<file path="src/rtl/dp_pkg.sv">
// rtl/dp_pkg.sv - shared encodings and types for the alu_reg datapath sequencer
package dp_pkg;

  typedef enum logic [1:0] {
    OP_ALU_REG = 2'b00,
    OP_ALU_IMM = 2'b01,
    OP_LOAD    = 2'b10,
    OP_NOP     = 2'b11
  } op_e;

  typedef enum logic [1:0] {
    ST_IDLE = 2'b00,
    ST_EXEC = 2'b01,
    ST_WB   = 2'b10,
    ST_DONE = 2'b11
  } state_e;

  localparam logic [4:0] FS_AND   = 5'b00000;
  localparam logic [4:0] FS_ADD   = 5'b01000;
  localparam logic [4:0] FS_SHL   = 5'b10000;
  localparam logic [4:0] ZERO_REG = 5'd31;

  typedef struct packed {
    op_e         op;
    logic [4:0]  fs;
    logic        c0;
    logic [4:0]  rd;
    logic [4:0]  rn;
    logic [4:0]  rm;
    logic [63:0] imm;
    logic        setf;
    logic [63:0] data;
  } cmd_t;

  typedef struct packed {
    logic [4:0]  fs;
    logic        c0;
    logic [4:0]  addra;
    logic [4:0]  addrb;
    logic [4:0]  addrr;
    logic [63:0] k;
    logic        s;
    logic        w;
    logic        sel_ld;
    logic [63:0] ld_data;
    logic        done;
  } ctl_t;

endpackage

</file>
<file path="src/rtl/dp_sequencer.sv">
// rtl/dp_sequencer.sv - command-driven micro-sequencer owning the alu_reg control word
module dp_sequencer
  import dp_pkg::*;
#(
  parameter int EXEC_CYCLES = 1,
  parameter bit ZERO_REG_EN = 1'b1
) (
  input  logic        clk,
  input  logic        rst,
  input  logic        cmd_valid,
  output logic        cmd_ready,
  input  logic [1:0]  cmd_op,
  input  logic [4:0]  cmd_fs,
  input  logic        cmd_c0,
  input  logic [4:0]  cmd_rd,
  input  logic [4:0]  cmd_rn,
  input  logic [4:0]  cmd_rm,
  input  logic [63:0] cmd_imm,
  input  logic        cmd_setf,
  input  logic [63:0] cmd_data,
  output logic [4:0]  fs,
  output logic        c0,
  output logic [4:0]  addrA,
  output logic [4:0]  addrB,
  output logic [4:0]  addrR,
  output logic [63:0] k,
  output logic        s,
  output logic        w,
  output logic        sel_ld,
  output logic [63:0] ld_data,
  input  logic [3:0]  status,
  output logic [3:0]  flags,
  output logic        done,
  output logic        busy
);

  state_e     state_q, state_d;
  logic [3:0] cnt_q;
  cmd_t       cmd_in, hold_q, hold_d;
  ctl_t       ctl_q, ctl_d;
  logic [3:0] flags_q;
  logic       accept;

  assign accept = cmd_valid && (state_q == ST_IDLE);

  always_comb begin
    cmd_in      = '0;
    cmd_in.op   = op_e'(cmd_op);
    cmd_in.fs   = cmd_fs;
    cmd_in.c0   = cmd_c0;
    cmd_in.rd   = cmd_rd;
    cmd_in.rn   = cmd_rn;
    cmd_in.rm   = cmd_rm;
    cmd_in.imm  = cmd_imm;
    cmd_in.setf = cmd_setf;
    cmd_in.data = cmd_data;
  end

  assign hold_d = accept ? cmd_in : hold_q;

  always_ff @(posedge clk) begin
    if (rst) begin
      state_q <= ST_IDLE;
    end else begin
      state_q <= state_d;
    end
  end

  always_comb begin
    state_d = state_q;
    case (state_q)
      ST_IDLE: begin
        if (accept) begin
          case (cmd_in.op)
            OP_ALU_REG, OP_ALU_IMM: state_d = ST_EXEC;
            OP_LOAD:                state_d = ST_WB;
            default:                state_d = ST_DONE;
          endcase
        end
      end
      ST_EXEC: if (cnt_q == 4'd0) state_d = ST_WB;
      ST_WB:   state_d = ST_DONE;
      default: state_d = ST_IDLE;
    endcase
  end

  // Control word is computed from the next state so every output leaves a flop.
  always_comb begin
    ctl_d = '0;
    if ((state_d == ST_EXEC) || (state_d == ST_WB)) begin
      if (hold_d.op == OP_LOAD) begin
        ctl_d.sel_ld  = 1'b1;
        ctl_d.ld_data = hold_d.data;
      end else begin
        ctl_d.fs    = hold_d.fs;
        ctl_d.c0    = hold_d.c0;
        ctl_d.addra = hold_d.rn;
        ctl_d.addrb = hold_d.rm;
        ctl_d.s     = (hold_d.op == OP_ALU_IMM);
        ctl_d.k     = (hold_d.op == OP_ALU_IMM) ? hold_d.imm : 64'd0;
      end
    end
    if (state_d == ST_WB) begin
      ctl_d.addrr = hold_d.rd;
      ctl_d.w     = !(ZERO_REG_EN && (hold_d.rd == ZERO_REG));
    end
    if (state_d == ST_DONE) begin
      ctl_d.done = 1'b1;
    end
  end

  always_ff @(posedge clk) begin
    if (rst) begin
      hold_q  <= '0;
      ctl_q   <= '0;
      cnt_q   <= 4'd0;
      flags_q <= 4'd0;
    end else begin
      hold_q <= hold_d;
      ctl_q  <= ctl_d;
      if (accept) begin
        cnt_q <= 4'(EXEC_CYCLES - 1);
      end else if ((state_q == ST_EXEC) && (cnt_q != 4'd0)) begin
        cnt_q <= cnt_q - 4'd1;
      end
      // Status is sampled while the write-back control word is on the datapath.
      if ((state_q == ST_WB) && hold_q.setf && (hold_q.op != OP_LOAD)) begin
        flags_q <= status;
      end
    end
  end

  assign cmd_ready = (state_q == ST_IDLE);
  assign busy      = (state_q != ST_IDLE);
  assign fs        = ctl_q.fs;
  assign c0        = ctl_q.c0;
  assign addrA     = ctl_q.addra;
  assign addrB     = ctl_q.addrb;
  assign addrR     = ctl_q.addrr;
  assign k         = ctl_q.k;
  assign s         = ctl_q.s;
  assign w         = ctl_q.w;
  assign sel_ld    = ctl_q.sel_ld;
  assign ld_data   = ctl_q.ld_data;
  assign done      = ctl_q.done;
  assign flags     = flags_q;

endmodule

</file>
<file path="config.mk">
export PLATFORM = sky130hd
export DESIGN_NAME = dp_sequencer
export DESIGN_NICKNAME = d
export VERILOG_FILES = /design/src/rtl/dp_pkg.sv /design/src/rtl/dp_sequencer.sv
export SDC_FILE = /design/constraint.sdc
export NUM_CORES = 1
export LEC_CHECK = 0
export CORE_UTILIZATION = 31
export DETAILED_ROUTE_END_ITERATION = 12
export GPL_ROUTABILITY_DRIVEN = 0
export PLACE_DENSITY = 0.66
export SYNTH_ARGS = -nofsm -noshare
export SYNTH_HDL_FRONTEND = slang
export SYNTH_SLANG_ARGS = --single-unit
</file>
<file path="constraint.sdc">
create_clock -name clk -period 3.2 [get_ports clk]
set_input_delay 0.64 -clock clk [delete_from_list [all_inputs] [get_ports clk]]
set_output_delay 0.64 -clock clk [all_outputs]
set_load 0.01 [all_outputs]
</file>
# Word-level counts from Yosys, hierarchy flattened
# Index checks and enable logic that the tools add are counted.
# word_totals
reg_bits,315
output_inout_bits,159
word_cells,64
# op_classes
add_sub_neg,1
eq_ne,11
mux,7
bitwise,4
n_reduce_logical,18
# ops
cell,n
152-bit two-way mux,1
65-bit two-way mux,1
"2-bit == test, second input constant",5
"2-bit by 1-bit == test with 1-bit output, second input constant",4
2-bit OR reduction,4
2-bit case mux with 3 select lines,1
3-bit OR reduction,2
"5-bit == test, second input constant",1
1-bit logical AND,4
2-bit zero test,2
4-bit zero test,1
2-bit two-way mux,2
1-bit NOT,4
2-bit case mux with 2 select lines,1
4-bit nonzero test,1
4-bit OR reduction,1
"4-bit by 1-bit subtractor with 4-bit output, second input constant",1
"2-bit != test, second input constant",1
2-bit nonzero test,1
1-bit zero test,1
1-bit logical OR,1
1-bit two-way mux,1

# Longest topological paths before layout
# depth
word_depth,9
mapped_depth,11
depth_no_buf,9

# Worst setup path after synthesis
# OpenSTA, ideal clock, no wires.
# synth_timing
path_type,flip-flop to flip-flop
start,reg cnt_q[0]
end,"reg ctl_q, in the netlist addrA[0]"
setup_time_ns,0.070
arrival_time_ns,2.332
setup_slack_ns,0.798
stages_incl_launch_ff,12
path_cell_list,dfxtp_1 > inv_1 > ha_1 > or3b_1 > and2_1 > o21bai_1 > inv_1 > ha_1 > or2_2 > clkbuf_1 > clkbuf_1 > a21oi_1
# synth_via
elab_chain_cells,7
word_cells_on_any_way,8
classes_between,eq/ne: 2; mux: 2; bitwise: 1; reduce/logical: 3
# synth_lines
element,line,text
start: declaration,dp_sequencer.sv:38,logic [3:0] cnt_q;
start signal: assignment,dp_sequencer.sv:122,cnt_q <= 4'(EXEC_CYCLES - 1);
start signal: assignment,dp_sequencer.sv:124,cnt_q <= cnt_q - 4'd1;
4-bit zero test (*),dp_sequencer.sv:81,ST_EXEC: if (cnt_q == 4'd0) state_d = ST_WB;
2-bit two-way mux (*),dp_sequencer.sv:81,
2-bit case mux with 3 select lines (*),dp_sequencer.sv:71,case (state_q)
net state_d[0],dp_sequencer.sv:37,"state_e state_q, state_d;"
2-bit by 1-bit == test with 1-bit output or 2-bit == test (tied branches),dp_sequencer.sv:90,if ((state_d == ST_EXEC) || (state_d == ST_WB)) begin
1-bit logical OR (*),dp_sequencer.sv:90,
1-bit NOT (no source line) (*),-,
3-bit OR reduction (no source line) (*),-,
end signal: assignment,dp_sequencer.sv:120,ctl_q <= ctl_d;
end: declaration,dp_sequencer.sv:40,"ctl_t ctl_q, ctl_d;"
# The timed path passes the listed nets; every way through them passes the cells marked *.
# A chain may end at the register's enable or synchronous reset.

# Final worst setup path
# layout_timing
start,reg cnt_q[0]
end,"reg ctl_q, in the netlist ld_data[59]"
# Same word-level chain as after synthesis.

==> results.toml <==
[status]
status = "complete, no violations"

[die]
start_util = 0.317
ioPinCount = 318
fp.dieW_um = 194
num_rows = 69
core_um2 = 35900
die_h_um = 194
dieArea_um2 = 37500

[synthesis]
yosys.cell_count.top_type = "dfxtp_1"
synth_edf_count = 0
synth-xor-area-share = 0.00231
syn_area_um2 = 11400
yosys-top-cells-count = "315 x dfxtp_1, 301 x nand2_1, 295 x a21oi_1, 292 x nand3_1, 64 x buf_2"
ys.flop_type = "dfxtp_1"
yosys_warnings = 0
synth_fp_nets = 1559
yosys.area_share.adder = 0.00329
synth_top_area_frac = 0.553
syn_avg_cell_area_um2 = 8.16
yosys.area_share.simple = 0.245
muxShareOfSynthArea = 0.00790
synth_top_family_by_area = "simple AND/OR/NAND/NOR gates"
synth_seq_cells = 315
postSynthCellCount = 1397
async_reset_ff_frac = 0
synth_area_leader_cell = "dfxtp_1"
synthTopCellsByArea = "dfxtp_1 55%, a21oi_1 13%, nand3_1 13%"
synth_cell_types = 28
ys_seq_area_frac = 0.553
synth_compound_area_frac = 0.133

[clock_network]
path_clk_slew_ns = 0.06
clock_path_buffers = 3
clkLatencyLatePin_ns = 0.52
root_buffer = "clkbuf_16"
cts_sinks = 315
cts_resized = 0
hold_buffers = 0
cts_made_buffers = 36
htree_levels = 2
cts_tree = "done"
cts_setup_buffers = 0

[power]
seq_power_share = 0.427
power_density_nw_per_um2 = 610
p_sw_mw = 2.53
comb_power_share = 0.131
switching_share = 0.255
irDropWorstVdd_v = 0.000324
intPower_mw = 7.37
clkPwrFrac = 0.442
leakage_nw = 5.53

[route]
drt-total-wl_um = 33800
ant_nets = 0
post-route-drc-count = 0
via_per_inst = 4.97
drt_iter0_markers = 625
firstDrtPassIters = 5
vias = 10600
routedWlPerCell_um = 15.8

[sta]
period_minus_slack_ns = 2.70
slew_headroom = 0.444
max_freq_ghz = 0.370
tightest_slew_ns = 0.832
clock_skew_ns = 0.0232
rsz0062_at_grt = "no"
hold_viol = 0
period_share = 0.845
drv_slew = 0
finalSetupTns_ns = 0
setup_slack_ns = 0.495
setup_viol = 0

[finish]
nets = 1811
drive_gt1_frac = 0.0602
area_growth_pct = 42.5

[critical_path]
critPathMaxFanout = 146
worst-setup-path-type = "register to register"
arrival_ns = 3.13
end_kind = "register"
crit_required_ns = 3.62
cp-start-kind = "register"

[grt]
grt_overflow = 0
grt_pass1_wl_um = 53500
first_global_vias = 9910
gr-usage-all-layers = 0.174
grt_start_max_net_pins = 147
antenna_found_initial = 1

[place]
pre_cts_ws_ns = 0.179
port_buffers = 317
hpwl_um = 20800

[min_path]
hold_class = "register to register"

[job]
cap_violations = 0
## area by class of cell
class                      instances  area [um^2]
clock buffer                      50         1050
antenna                            1         2.50
fill                            3405        19700
inverter                           5         18.8
clock inverter                    16          219
sequential                       315         6310
tap                              461          577
timing repair buffer             346         3550
multi-input combinational        945         4510
## metrics by stage
stage / power (mW) / std cells / hold WS (ns) / utilization / cell area [um^2]
finish: 9.90 / 2139 / 0.453 / 0.452 / 16200
global route: 10.3 / 2139 / 0.466 / 0.452 / 16200
CTS: 10.0 / 2138 / 0.454 / 0.452 / 16200
detailed placement: 5.62 / 2072 / 0.447 / 0.417 / 15000
global placement: 5.60 / 2072 / 0.441 / 0.417 / 15000
floorplan: 5.02 / 1397 / 0.429 / - / 11400
## cells by family after synthesis
logic type | Yosys count
adder cells (fa/ha/maj) | 3
buffers and inverters | 137
flip-flops | 315
AO/OA/AOI/OAI | 299
AND/OR/NAND/NOR | 631
multiplexers | 9
XOR/XNOR | 3
## critical path, cell delays in order, from the launching register on
cell and delay [ns]:
dfxtp_1 0.33, inv_1 0.06, ha_1 0.15, or3b_1 0.41
and2_1 0.22, o21bai_1 0.20, inv_1 0.08, ha_1 0.22
or2_4 0.26, buf_12 0.24, a21oi_1 0.26
## power by group through the flow
stage          logic (mW)  registers [mW]  clock network, mW
2_1_floorplan       0.708            4.31                  0
3_3_place_gp         1.30            4.30                  0
3_5_place_dp         1.31            4.31                  0
4_1_cts              1.32            4.23               4.48
5_1_grt              1.43            4.25               4.65
6_report             1.30            4.23               4.37
## layout by cell type (no fill, tap or decap), types with 9 or more instances in the layout
cell,count
a21oi_1,295
buf_12,13
buf_4,16
clkbuf_16,37
clkdlybuf4s50_1,316
dfxtp_1,315
mux2i_1,9
nand2_1,300
nand3_1,292
nor2_1,16
## sequential cells by signal, indices dropped and copies added, names as in the netlist
signal / count
addrA: 5
w: 1
addrR: 5
done: 1
flags: 4
addrB: 5
k: 64
sel_ld: 1
c0: 1
ld_data: 64
fs: 5
hold_q: 152
state_q: 2
cnt_q: 4
s: 1
## metal layers
layer  GRT usage  vias up  share of wire
met3      0.0404       61          0.070
met1       0.221     4987           0.42
met2       0.289      353           0.48
li1            -     5223              -
met4      0.0593        0          0.024
met5           0        -              0
## path summary, 6_finish.rpt
kind	cells past startpoint	end	slack [ns]	from
setup / recovery	10	ld_data[59]	0.50	cnt_q[0]
hold reg to reg	2	hold_q[144]	0.45	hold_q[144]
setup reg to reg	10	ld_data[59]	0.50	cnt_q[0]
hold / removal	2	hold_q[144]	0.45	hold_q[144]
Power figures use the tool's default switching activity.
